<file path="config.mk">
export PLATFORM = sky130hd
export DESIGN_NAME = uart_tx_fifo
export DESIGN_NICKNAME = d
export VERILOG_FILES = /design/src/rtl/uart_tx_fifo.sv
export SDC_FILE = /design/constraint.sdc
export NUM_CORES = 1
export LEC_CHECK = 0
export CAP_MARGIN = 20
export CORE_UTILIZATION = 57
export DETAILED_ROUTE_END_ITERATION = 10
export MAX_ROUTING_LAYER = met4
export PLACE_DENSITY = 0.76
export SETUP_SLACK_MARGIN = 0.2
export SLEW_MARGIN = 25
export SYNTH_ARGS = -nofsm -noshare
export SYNTH_HDL_FRONTEND = slang
export SYNTH_SLANG_ARGS = --single-unit
</file>
<file path="constraint.sdc">
create_clock -name clk_i -period 3.95 [get_ports clk_i]
set_clock_uncertainty 0.1 [all_clocks]
set_input_delay 0.395 -clock clk_i [delete_from_list [all_inputs] [get_ports clk_i]]
set_output_delay 0.395 -clock clk_i [all_outputs]
set_load 0.02 [all_outputs]
</file>
<file path="src/rtl/uart_tx_fifo.sv">
// UART transmitter with a small word FIFO, programmable divisor, stop bits and optional parity.
// Define UART_TX_PARITY_EN to compile in the parity generator and the PARITY state.
module uart_tx_fifo #(
  parameter int DATA_BITS  = 8,
  parameter int FIFO_DEPTH = 4,
  parameter int DIV_WIDTH  = 16
) (
  input  logic                          clk_i,
  input  logic                          rst_ni,
  input  logic [DIV_WIDTH-1:0]          baud_div_i,
  input  logic                          stop2_i,
  input  logic [1:0]                    parity_mode_i,
  input  logic                          tx_valid_i,
  input  logic [DATA_BITS-1:0]          tx_data_i,
  output logic                          tx_ready_o,
  output logic                          tx_o,
  output logic                          busy_o,
  output logic [$clog2(FIFO_DEPTH):0]   fifo_count_o
);

  localparam int AW = $clog2(FIFO_DEPTH);
  localparam int CW = AW + 1;
  localparam int BW = $clog2(DATA_BITS);
  localparam logic [BW-1:0] LAST_IDX = BW'(DATA_BITS - 1);

`ifdef UART_TX_PARITY_EN
  typedef enum logic [2:0] {S_IDLE, S_START, S_DATA, S_PARITY, S_STOP1, S_STOP2} state_e;
`else
  typedef enum logic [2:0] {S_IDLE, S_START, S_DATA, S_STOP1, S_STOP2} state_e;
`endif

  // FIFO storage and pointers
  logic [DATA_BITS-1:0] mem [FIFO_DEPTH];
  logic [AW-1:0]        wr_ptr_q, rd_ptr_q;
  logic [CW-1:0]        count_q, count_d;
  logic                 full, empty, push, pop;

  // Frame registers
  state_e               state_q, state_d;
  logic [DIV_WIDTH-1:0] baud_cnt_q, baud_cnt_d;
  logic [DIV_WIDTH-1:0] div_q, div_d;
  logic                 stop2_q, stop2_d;
  logic [DATA_BITS-1:0] word_q, word_d;
  logic [BW-1:0]        bit_idx_q, bit_idx_d;
  logic                 tx_q, tx_d;
  logic                 busy_q, busy_d;
  logic                 tick, start_frame, end_of_frame;

`ifdef UART_TX_PARITY_EN
  logic par_en_q, par_en_d;
  logic par_odd_q, par_odd_d;
`else
  logic unused_parity_mode;
  assign unused_parity_mode = ^parity_mode_i;
`endif

  assign full         = (count_q == CW'(FIFO_DEPTH));
  assign empty        = (count_q == '0);
  assign push         = tx_valid_i & ~full;
  assign tick         = (baud_cnt_q == div_q);
  assign tx_ready_o   = ~full;
  assign tx_o         = tx_q;
  assign busy_o       = busy_q;
  assign fifo_count_o = count_q;

  always_comb begin
    count_d = count_q;
    case ({push, pop})
      2'b10:   count_d = count_q + CW'(1);
      2'b01:   count_d = count_q - CW'(1);
      default: count_d = count_q;
    endcase
  end

  // Next-state logic; a new frame may start from IDLE or directly out of the last stop bit
  always_comb begin
    state_d      = state_q;
    baud_cnt_d   = baud_cnt_q;
    div_d        = div_q;
    stop2_d      = stop2_q;
    word_d       = word_q;
    bit_idx_d    = bit_idx_q;
    start_frame  = 1'b0;
    end_of_frame = 1'b0;
    pop          = 1'b0;
`ifdef UART_TX_PARITY_EN
    par_en_d     = par_en_q;
    par_odd_d    = par_odd_q;
`endif

    if (state_q != S_IDLE) begin
      baud_cnt_d = tick ? '0 : baud_cnt_q + DIV_WIDTH'(1);
    end else begin
      baud_cnt_d = '0;
    end

    case (state_q)
      S_IDLE: begin
        if (!empty) start_frame = 1'b1;
      end
      S_START: begin
        if (tick) begin
          state_d   = S_DATA;
          bit_idx_d = '0;
        end
      end
      S_DATA: begin
        if (tick) begin
          if (bit_idx_q == LAST_IDX) begin
`ifdef UART_TX_PARITY_EN
            state_d = par_en_q ? S_PARITY : S_STOP1;
`else
            state_d = S_STOP1;
`endif
          end else begin
            bit_idx_d = bit_idx_q + BW'(1);
          end
        end
      end
`ifdef UART_TX_PARITY_EN
      S_PARITY: begin
        if (tick) state_d = S_STOP1;
      end
`endif
      S_STOP1: begin
        if (tick) begin
          if (stop2_q) state_d = S_STOP2;
          else         end_of_frame = 1'b1;
        end
      end
      S_STOP2: begin
        if (tick) end_of_frame = 1'b1;
      end
      default: state_d = S_IDLE;
    endcase

    if (end_of_frame) begin
      if (!empty) start_frame = 1'b1;
      else        state_d = S_IDLE;
    end

    if (start_frame) begin
      pop        = 1'b1;
      state_d    = S_START;
      baud_cnt_d = '0;
      bit_idx_d  = '0;
      word_d     = mem[rd_ptr_q];
      div_d      = baud_div_i;
      stop2_d    = stop2_i;
`ifdef UART_TX_PARITY_EN
      par_en_d   = (parity_mode_i == 2'd1) || (parity_mode_i == 2'd2);
      par_odd_d  = (parity_mode_i == 2'd1);
`endif
    end
  end

  // Line level is decoded from the next state so tx comes straight from a flop
  always_comb begin
    tx_d   = 1'b1;
    busy_d = (state_d != S_IDLE);
    case (state_d)
      S_IDLE:   tx_d = 1'b1;
      S_START:  tx_d = 1'b0;
      S_DATA:   tx_d = word_d[bit_idx_d];
`ifdef UART_TX_PARITY_EN
      S_PARITY: tx_d = (^word_d) ^ par_odd_d;
`endif
      S_STOP1:  tx_d = 1'b1;
      S_STOP2:  tx_d = 1'b1;
      default:  tx_d = 1'b1;
    endcase
  end

  always_ff @(posedge clk_i) begin
    if (push) mem[wr_ptr_q] <= tx_data_i;
  end

  always_ff @(posedge clk_i or negedge rst_ni) begin
    if (!rst_ni) begin
      wr_ptr_q   <= '0;
      rd_ptr_q   <= '0;
      count_q    <= '0;
      state_q    <= S_IDLE;
      baud_cnt_q <= '0;
      div_q      <= '0;
      stop2_q    <= 1'b0;
      word_q     <= '0;
      bit_idx_q  <= '0;
      tx_q       <= 1'b1;
      busy_q     <= 1'b0;
`ifdef UART_TX_PARITY_EN
      par_en_q   <= 1'b0;
      par_odd_q  <= 1'b0;
`endif
    end else begin
      if (push) wr_ptr_q <= wr_ptr_q + AW'(1);
      if (pop)  rd_ptr_q <= rd_ptr_q + AW'(1);
      count_q    <= count_d;
      state_q    <= state_d;
      baud_cnt_q <= baud_cnt_d;
      div_q      <= div_d;
      stop2_q    <= stop2_d;
      word_q     <= word_d;
      bit_idx_q  <= bit_idx_d;
      tx_q       <= tx_d;
      busy_q     <= busy_d;
`ifdef UART_TX_PARITY_EN
      par_en_q   <= par_en_d;
      par_odd_q  <= par_odd_d;
`endif
    end
  end

endmodule
</file>
* After elaboration in Yosys (flattened, before gate mapping)
Memory sizes are Yosys's and may differ from the RTL's. Index checks and enable logic that the tools add are counted.
Storage, ports and cells: bits in registers 56, RAM bits 32, bits of input ports 30, word-level logic and storage cells 71, memories 1
Memories:
- mem | words 4, bits a word 8, rd ports 1, clocked after memory_dff 0, wr ports 1, line 33 | logic [DATA_BITS-1:0] mem [FIFO_DEPTH];
Cells by class: $add $sub $neg 6, $lt $le $gt $ge 1, eq/ne operators 11, multiplexer cells 33, bitwise gates (word level) 2, reductions and logical operators 6
Operator list (number):
- 2-to-1 mux 16 bit | 3
- 2-to-1 mux 3 bit | 12
- adder 16 x 1 -> 16 bit, second input constant | 1
- equality test 16 bit | 1
- one-hot mux 3 bit (2 select lines) | 2
- one-hot mux 3 bit (4 select lines) | 1
- 2-to-1 mux 1 bit | 11
- equality test 3 x 2 -> 1 bit, second input constant | 3
- equality test 3 bit, second input constant | 3
- 2-to-1 mux 8 bit | 1
- adder 3 x 1 -> 3 bit, second input constant | 2
- equality test 3 x 1 -> 1 bit, second input constant | 2
- zero test 3 bit | 2
- nonzero test 3 bit | 2
- adder 2 x 1 -> 2 bit, second input constant | 2
- < comparator 3 x 4 -> 1 bit, second input constant | 1
- one-hot mux 1 bit (2 select lines) | 2
- binary-select mux 1 bit (select 3 bit) | 1
- subtractor 3 x 1 -> 3 bit, second input constant | 1
- equality test 2 x 1 -> 1 bit, second input constant | 1
- equality test 2 bit, second input constant | 1
- nonzero test 2 bit | 1
- OR reduction 2 bit | 1
- bitwise AND 1 bit | 1
- inverter 1 bit | 1

* Longest topological paths before layout
Gate-level depths: netlist of the first run.
depth in word-level cells 9, depth in mapped cells 13, depth with buffers taken out 11

* Least setup slack after synthesis of the first run
OpenSTA, ideal clock, no wires.
path kind reg-to-reg, start register baud_cnt_q[0], end register count_q[2], in the netlist fifo_count_o[2], data arrival time 2.934 ns, path slack 0.837 ns, cell stages (with the launch flop) 14, buffers on the path 2, clock period less this slack 3.113 ns, cell sequence dfrtp_1 > xnor2_1 > nand4_1 > nor4_4 > nand4b_1 > a211oi_2 > buf_6 > buf_2 > ha_1 > inv_1 > fa_1 > xor2_1 > nor2_1 > xor2_1
On the way: word-level cells in the longest chain between the ends 7, elaborated cells between the ends (all ways) 10, those cells by class eq/ne: 3; mux: 6; reduce/logical: 1
RTL lines:
- start: declaration | line 40 | logic [DIV_WIDTH-1:0] baud_cnt_q, baud_cnt_d;
- start signal: assignment | line 200 | baud_cnt_q <= baud_cnt_d;
- equality test 16 bit * | line 60 | assign tick = (baud_cnt_q == div_q);
- 2-to-1 mux 1 bit, on equally long branches | line 132, 126
- one-hot mux 1 bit (2 select lines) * | line 97 | case (state_q)
- 2-to-1 mux 1 bit * | line 137 | if (end_of_frame) begin
- 2-to-1 mux 1 bit * | line 142 | if (start_frame) begin
- equality test 2 x 1 -> 1 bit / equality test 2 bit (equally long branches) | line 68 | case ({push, pop})
- one-hot mux 3 bit (2 select lines) / nonzero test 2 bit (equally long branches)
- end signal: assignment | line 198 | count_q <= count_d;
- end: declaration | line 35 | logic [CW-1:0] count_q, count_d;
Every way passes the cells marked *; elsewhere a longest branch is shown, timed or not. A chain may end at the register's enable or synchronous reset.

* Final worst setup path of the first run
start register baud_cnt_q[1], end register tx_q, in the netlist tx_o
On the way: word-level cells in the longest chain between the ends 8, elaborated cells between the ends (all ways) 22, those cells by class eq/ne: 3; mux: 19
RTL lines:
- equality test 16 bit * | line 60
- 2-to-1 mux 1 bit, on equally long branches | line 132, 126
- one-hot mux 1 bit (2 select lines) * | line 97
- 2-to-1 mux 1 bit * | line 137
- 2-to-1 mux 8 bit * | line 142
- named net word_d[0] | line 43 | logic [DATA_BITS-1:0] word_q, word_d;
- binary-select mux 1 bit (select 3 bit) * | line 164 | S_DATA: tx_d = word_d[bit_idx_d];
- 2-to-1 mux 1 bit (implied by the code) * | line 164
- one-hot mux 1 bit (2 select lines) * | line 161 | case (state_d)
- named net tx_d | line 45 | logic tx_q, tx_d;
- end signal: assignment | line 205 | tx_q <= tx_d;
- end: declaration | line 45
Mark *: on every way through the listed nets, which the timed path passes. The rest lies on a longest branch. The select of a mux whose other input is x is not followed.

==> key figures, run 1 <==
Outcome
  – Status: completed

Yosys
  – Post-Syn Area: 0.00401 mm^2
  – Synth warnings: 0
  – Sequential cell area fraction in the yosys report: about three fifths
  – Async set-reset flop share out of synthesis: 63.6%
  – #FFs+latches synth: 88
  – Gate Count Post-Synth: between 300 and 400
  – Post-synth EDFFs: 32
  – Post-synth top flop: dfrtp_1
  – Avg Inst Size Synth: around 13 um^2
  – Synth cell types: 47
  – Mapped Nets: 342

Global route
  – First-pass GRT wire length: between 10000 and 15000 um
  – Vias in the first global route: about 2400
  – Largest net degree at the start of global routing: 39
  – GRT Residual Overflow: 0
  – GRT Util Overall: 21.8%
  – Initial antenna violation count: 0

STA
  – Fin. max-slew vios: 0
  – Sum Neg Setup Slack: 0 ns
  – # setup viols final: 0
  – Crit path time final: 3.30 ns
  – Final period util: 83.6%
  – Final Hold Fails: 0
  – Slew margin rel.: 42.6%
  – Hold_ws: 0.0231 ns
  – Fmax: 0.303 GHz
  – Worst Tran Pin Value: 0.855 ns
  – RSZ-0062 raised after global routing: no

Critical path
  – RR Endpoint: tx_o$_DFF_PN1_
  – Critical Path Start: baud_cnt_q[1]$_DFF_PN0_
  – Critical path's slowest cell: a211oi_4
  – Setup Crit Path Kind: reg -> reg
  – Reg2Reg Depth: 10
  – Crit end category: flop
  – Max incr delay on CP: 0.58 ns
  – FF-to-FF Start: baud_cnt_q[1]$_DFF_PN0_
  – Crit path arrival time: 3.48 ns
  – Critical-path maximum fanout: 11
  – Worst setup endpoint: tx_o$_DFF_PN1_
  – Crit path cell chain: xnor2_1, nand4_1, nor4_4, nand4b_1, a211oi_4, buf_4, mux2_2, mux2_2, a21oi_1, o21bai_1
  – CP Launch Type: flop
  – Critical path data required time: 4.13 ns
  – Most used cell, CP: mux2_2
  – WP buf/inv: 1
  – Worst path top cell family by delay: compound AO/OA/AOI/OAI gates
  – R2R setup slack: 0.65 ns
  – Levels on crit path: 10

Final layout
  – Area Overhead vs Synth: 15.9%
  – Share of cells above drive strength 1: 17.5%
  – Fill cells: roughly 510
  – Nets: 381
  – Sequential cell area: 0.00236 mm^2
  – N_diodes: 0
  – Area of the multi-input gates: 0.00157 mm^2

Drt
  – DRC errors left: 0
  – Final wirelength: 6880 um
  – Avg WL per Cell: 15.5 um
  – Vias per cell: 5.41
  – DR iter-0 viols: approximately 110
  – Pre-antenna DRT Iters: 4
  – Vias: 2401
  – ANT nets after route: 0

Clocking
  – Clock Sinks: 88
  – CTS Hold Bufs: 0
  – Worst-path clk slew: ~0.1 ns
  – H-tree Lvls: 3
  – Max Root-Sink Buffers: 2
  – Root Driver: clkbuf_8
  – CTS tree: yes
  – CTS resizes: 0
  – Worst-Skew Late Latency: 0.36 ns
  – TritonCTS buffer count: 9
  – Post-CTS setup buffers: 0

Power
  – Max VDD drop: 0.396 mV
  – Lkg Pwr: ~0.0018 uW
  – Pwr Density: 455 mW/mm^2

Floorplanning
  – Die area: 0.00738 mm^2
  – Ports: 36
  – CORE AREA: 0.00679 mm^2
  – Die height: 85.9 um
  – Die width: 85.9 um
  – Num rows: 30
  – Initial core utilization: between 50% and 60%

Placed design
  – Buffers on Ports: 33
  – Placer Congestion: 0.832
  – Final HPWL DP: around 4800 um

Min path
  – Hold Path Class: in -> async

Run
  – Total of max-cap violations: 0
## logic make-up after synthesis
family                     share of synthesized area, %
AOI/OAI and AO/OA                                  4.49
xor gates and xnor gates                           8.29
adders and majority gates                          2.68
buffers and inverters                              2.15
DFF                                                58.9
muxes                                              12.9
and+or+nand+nor                                    10.6
## sequential cells by signal, indices dropped and copies added, names as in the netlist
name          count
tx_o              1
stop2_q           1
div_q            16
fifo_count_o      3
wr_ptr_q          2
mem              32
state_q           3
rd_ptr_q          2
busy_o            1
word_q            8
bit_idx_q         3
baud_cnt_q       16
## worst reg2reg max path, delay by kind of cell, from the launching register on
kind	cells	cell delay (ns)
multiplexers	2	0.62
XOR/XNOR	1	0.22
AO/OA/AOI/OAI	3	0.82
flip-flops	1	0.43
buffers and inverters	1	0.31
AND/OR/NAND/NOR	3	0.74
## stage by stage
step / std cells / setup slack (ns) / area, um^2 / utilization [%] / power, uW
2_1_floorplan: 304 / 0.837 / 4010 / - / 1380
3_3_place_gp: 428 / 0.700 / 4450 / 65.6 / 1520
3_5_place_dp: 428 / 0.676 / 4460 / 65.6 / 1530
4_1_cts: 444 / 0.619 / 4650 / 68.5 / 2140
5_1_grt: 444 / 0.360 / 4650 / 68.5 / 2220
6_report: 444 / 0.647 / 4650 / 68.5 / 2120
## cells in the final DEF (no fill, tap or decap), drive strengths merged, types with 2 or more instances in the layout
master and count:
xor2 13, clkbuf 9, nand2b 3, mux2 26, nand2 19, inv 15
o2bb2ai 2, nand3 10, mux2i 4, buf 6, a21oi 4, nand4 4
o21ai 6, o21bai 2, ha 7, edfxtp 32, clkdlybuf4s50 32, and4 2
nor2 32, a21o 2, mux4 8, xnor2 25, dfrtp 55, and3 7
clkinv 2
## power by group
| part | switching [uW] | total (uW) | internal, uW |
|---|---|---|---|
| clock network | 354 | 602 | 249 |
| registers | 82.6 | 1160 | 1080 |
| logic | 185 | 353 | 168 |
## metal layers
metal	global-route usage (%)	vias up	part of all wire, %
li1	-	1158	-
met1	29.9	1176	48
met2	32.2	55	46
met3	3.75	12	4.0
met4	10.3	0	1.9
met5	-	-	0
## synthesized netlist by cell type, types with 2 or more instances
library cell	count	area share [%]
mux4_2	8	4.5
buf_2	3	0.37
clkbuf_1	4	0.37
inv_1	10	0.94
o21bai_1	2	0.37
nand3_1	10	1.2
xor2_1	13	2.8
xnor2_1	25	5.5
and4_1	2	0.44
ha_1	7	2.2
mux2_2	25	7.0
nand2_1	19	1.8
mux2i_1	4	1.0
buf_1	2	0.19
a21oi_1	4	0.50
edfxtp_1	32	24
o2bb2ai_1	2	0.44
nor2_1	32	3.0
a21o_1	2	0.37
nand2b_1	3	0.47
dfrtp_1	55	34
o21ai_0	6	0.75
and3_1	7	1.1
nand4_1	4	0.62
## how the worst min path moves through the flow
stage	start	slack (ns)	endpoint
finish	rst_ni	0.02	baud_cnt_q[1]$_DFF_PN0_
CTS	rst_ni	0.04	baud_cnt_q[3]$_DFF_PN0_
global placement	word_q[0]$_DFF_PN0_	0.38	word_q[0]$_DFF_PN0_
floorplan	rst_ni	-0.0006	baud_cnt_q[0]$_DFF_PN0_
global route	rst_ni	0.09	baud_cnt_q[3]$_DFF_PN0_
detailed placement	word_q[2]$_DFF_PN0_	0.39	word_q[2]$_DFF_PN0_
## area by class of cell
type	count	share of cell area, %
Timing Repair Buffer	38	7.80
Tap cell	96	2.58
Clock inverter	7	1.48
Clock buffer	9	2.66
Inverter	10	0.807
Multi-Input combinational cell	196	33.8
Sequential cell	88	50.8
(Power assumes the default switching activity.)
==> inputs of run 2 (changes only) <==
==> constraint.sdc (replaced) <==
create_clock -name clk_i -period 3.2 [get_ports clk_i]
set_clock_uncertainty 0.1 [all_clocks]
set_input_delay 0.32 -clock clk_i [delete_from_list [all_inputs] [get_ports clk_i]]
set_output_delay 0.32 -clock clk_i [all_outputs]
set_load 0.02 [all_outputs]
==> run 2 against run 1 <==
Against the previous run: the flow now finishes with violations (hold timing); cell count is 0.90% higher; sequential share of layout area is 0.73 points lower; via count is 0.96% higher; non-clock buffer count is 4 higher; cell area is 1.7% higher; hold slack worse by 0.040 ns; wire length is 0.19% higher; first-iteration DRC count is 12% lower; global-route usage is 0.27 points higher; sequential cell count stayed put; die area stayed put; setup slack worse by 0.41 ns.
==> key figures, run 2 (synthesis results as in run 1) <==
Outcome
  – Status: finished with violations (was completed)
  – Failing checks: hold timing

STA
  – # setup viols final: 0 (unchanged)
  – Final Hold Fails: 26 (was 0)
  – Final period util: 92.6% (was 83.6%)
  – Worst Tran Pin Value: 0.904 ns (was 0.855 ns)
  – Crit path time final: 2.96 ns (was 3.30 ns)
  – Slew margin rel.: 39.8% (was 42.6%)
  – Fin. max-slew vios: 0 (unchanged)
  – Hold_ws: -0.0168 ns (was 0.0231 ns)
  – Final WS setup: 0.238 ns (was 0.647 ns)
  – Sum Neg Setup Slack: 0 ns (unchanged)
  – RSZ-0062 raised after global routing: yes (was no)
  – Fmax: 0.338 GHz (was 0.303 GHz)

Power
  – Internal: 1860 uW (was 1490 uW)
  – Pwr Density: 557 mW/mm^2 (was 455 mW/mm^2)
  – Sequential Power Share: 54.6% (was 54.8%)
  – Max VDD drop: 0.472 mV (was 0.396 mV)
  – Sw frac: 29.4% (about the same)
  – P_sw: 776 uW (was 622 uW)
  – Clock Power Share: 28.1% (was 28.5%)
  – Lkg Pwr: 0.00187 uW (was 0.00184 uW)
  – Power share of the combinational group: 17.3% (was 16.7%)

Critical path
  – CP Launch Type: flop (unchanged)
  – FF-to-FF Start: baud_cnt_q[8]$_DFF_PN0_ (was baud_cnt_q[1]$_DFF_PN0_)
  – Critical-path maximum fanout: 6 (was 11)
  – R2R setup slack: 0.24 ns (was 0.65 ns)
  – Critical path data required time: 3.38 ns (was 4.13 ns)
  – Reg2Reg Depth: 12 (was 10)
  – Setup Crit Path Kind: reg -> reg (unchanged)
  – RR Endpoint: fifo_count_o[2]$_DFFE_PN0P_ (was tx_o$_DFF_PN1_)
  – Crit path arrival time: 3.14 ns (was 3.48 ns)
  – Crit end category: flop (unchanged)

Drt
  – Vias: 2424 (was 2401)
  – Vias per cell: 5.41 (about the same)
  – Avg WL per Cell: 15.4 um (was 15.5 um)
  – Pre-antenna DRT Iters: 4 (unchanged)
  – ANT nets after route: 0 (unchanged)
  – DRC errors left: 0 (unchanged)
  – DR iter-0 viols: 100 (was 114)
  – Final wirelength: 6890 um (was 6880 um)

Final layout
  – Most frequent cells in the layout: dfrtp_1 (50), nor2_1 (32), clkdlybuf4s50_1 (32), edfxtp_1 (32), mux2_2 (25) (was dfrtp_1 (55), nor2_1 (32), clkdlybuf4s50_1 (32), edfxtp_1 (32))
  – Largest reg by FF count: mem (unchanged)
  – Area of the multi-input gates: 0.00161 mm^2 (was 0.00157 mm^2)
  – Sequential cell area: 0.00237 mm^2 (was 0.00236 mm^2)
  – Largest regs: mem x32, baud_cnt_q x16, div_q x16 (unchanged)
  – Area Overhead vs Synth: 17.9% (was 15.9%)
  – Max reg flops: 32 (unchanged)
  – N_diodes: 0 (unchanged)
  – Nets: 385 (was 381)
  – Share of cells above drive strength 1: 22.4% (was 17.5%)
  – Fill cells: 490 (was 512)
  – Most common cell after layout, fill and taps aside: dfrtp_1 (unchanged)

Clocking
  – Root Driver: clkbuf_8 (unchanged)
  – H-tree Lvls: 3 (unchanged)
  – Clock Sinks: 88 (unchanged)
  – Worst-Skew Late Latency: 0.36 ns (about the same)
  – TritonCTS buffer count: 9 (unchanged)
  – Worst-path clk slew: 0.10 ns (about the same)
  – CTS tree: yes (unchanged)
  – CTS Hold Bufs: 0 (unchanged)
  – Max Root-Sink Buffers: 2 (unchanged)

Global route
  – GRT Util Overall: 22.1% (was 21.8%)
  – Initial antenna violation count: 0 (unchanged)
  – Largest net degree at the start of global routing: 40 (was 39)
  – GRT Residual Overflow: 0 (unchanged)
  – First-pass GRT wire length: 11800 um (was 11700 um)
  – Vias in the first global route: 2445 (was 2409)

Floorplanning
  – CORE AREA: 0.00679 mm^2 (unchanged)
  – Die area: 0.00738 mm^2 (unchanged)
  – Num rows: 30 (unchanged)
  – Die height: 85.9 um (unchanged)
  – Initial core utilization: 59.1% (unchanged)
  – Die width: 85.9 um (unchanged)
  – Ports: 36 (unchanged)

Placed design
  – DP Worst Slack: 0.191 ns (was 0.676 ns)
  – Placer Congestion: 0.830 (was 0.832)
  – Final HPWL DP: 4820 um (was 4780 um)
  – Buffers on Ports: 33 (unchanged)

Run
  – Total of max-cap violations: 0 (unchanged)

Min path
  – Hold Path Class: in -> async (unchanged)
run 2: final cells by class:
| class | instances | area share [%] |
|---|---|---|
| Clock buffer | 9 | 2.62 |
| Clock inverter | 7 | 1.45 |
| Inverter | 10 | 0.793 |
| Multi-Input combinational cell | 196 | 34.1 |
| Sequential cell | 88 | 50.1 |
| Tap cell | 96 | 2.54 |
| Timing Repair Buffer | 42 | 8.38 |
run 2: worst max-delay path: stages (launching register included):
cell,delay [ns]
dfrtp_2,0.46
xnor2_1,0.15
nand4_1,0.19
nor4_4,0.35
buf_4,0.17
a21boi_2,0.06
a211oi_4,0.32
ha_2,0.26
inv_2,0.04
fa_2,0.32
xor2_1,0.14
nor2_1,0.13
xor2_1,0.19
run 2: worst max-delay path by stage:
stage | slack (ns) | cells after the start | start | to
4_1_cts | 0.18 | 11 | baud_cnt_q[0]$_DFF_PN0_ | fifo_count_o[2]$_DFFE_PN0P_
3_5_place_dp | 0.19 | 10 | baud_cnt_q[12]$_DFF_PN0_ | tx_o$_DFF_PN1_
6_report | 0.24 | 12 | baud_cnt_q[8]$_DFF_PN0_ | fifo_count_o[2]$_DFFE_PN0P_
2_1_floorplan | 0.21 | 13 | baud_cnt_q[8]$_DFF_PN0_ | fifo_count_o[2]$_DFFE_PN0P_
5_1_grt | 0.08 | 12 | baud_cnt_q[13]$_DFF_PN0_ | fifo_count_o[2]$_DFFE_PN0P_
3_3_place_gp | 0.23 | 10 | baud_cnt_q[7]$_DFF_PN0_ | tx_o$_DFF_PN1_
run 2: timing repair:
action | 4_1_cts | 5_1_grt
resized for setup | 0 | 15
setup endpoints to repair | 2 | 2
gates cloned | 0 | 0
setup buffers | 1 | 0
pin swaps | 2 | 6
run 2: routing by layer:
layer	global-route usage (%)	share of wire, %	up-vias
met1	30.7	48	1188
met4	10.9	1.8	0
met5	-	0	-
met2	32.3	46	60
met3	3.18	4.2	12
li1	-	-	1164
run 2: power by group through the flow:
stage | Clock [uW] | Combinational [uW] | Sequential [uW]
CTS | 764 | 454 | 1430
finish | 741 | 456 | 1440
detailed placement | 0 | 449 | 1460
global route | 809 | 504 | 1450
floorplan | 0 | 257 | 1450
global placement | 0 | 436 | 1440
run 2: metrics by stage:
stage               utilization, %  cells  area [um^2]  total power [uW]
finish                        69.6    448         4730              2630
global route                  69.6    448         4730              2770
CTS                           68.9    448         4680              2650
detailed placement            65.9    431         4480              1910
global placement              65.9    431         4480              1880
floorplan                        -    304         4020              1710
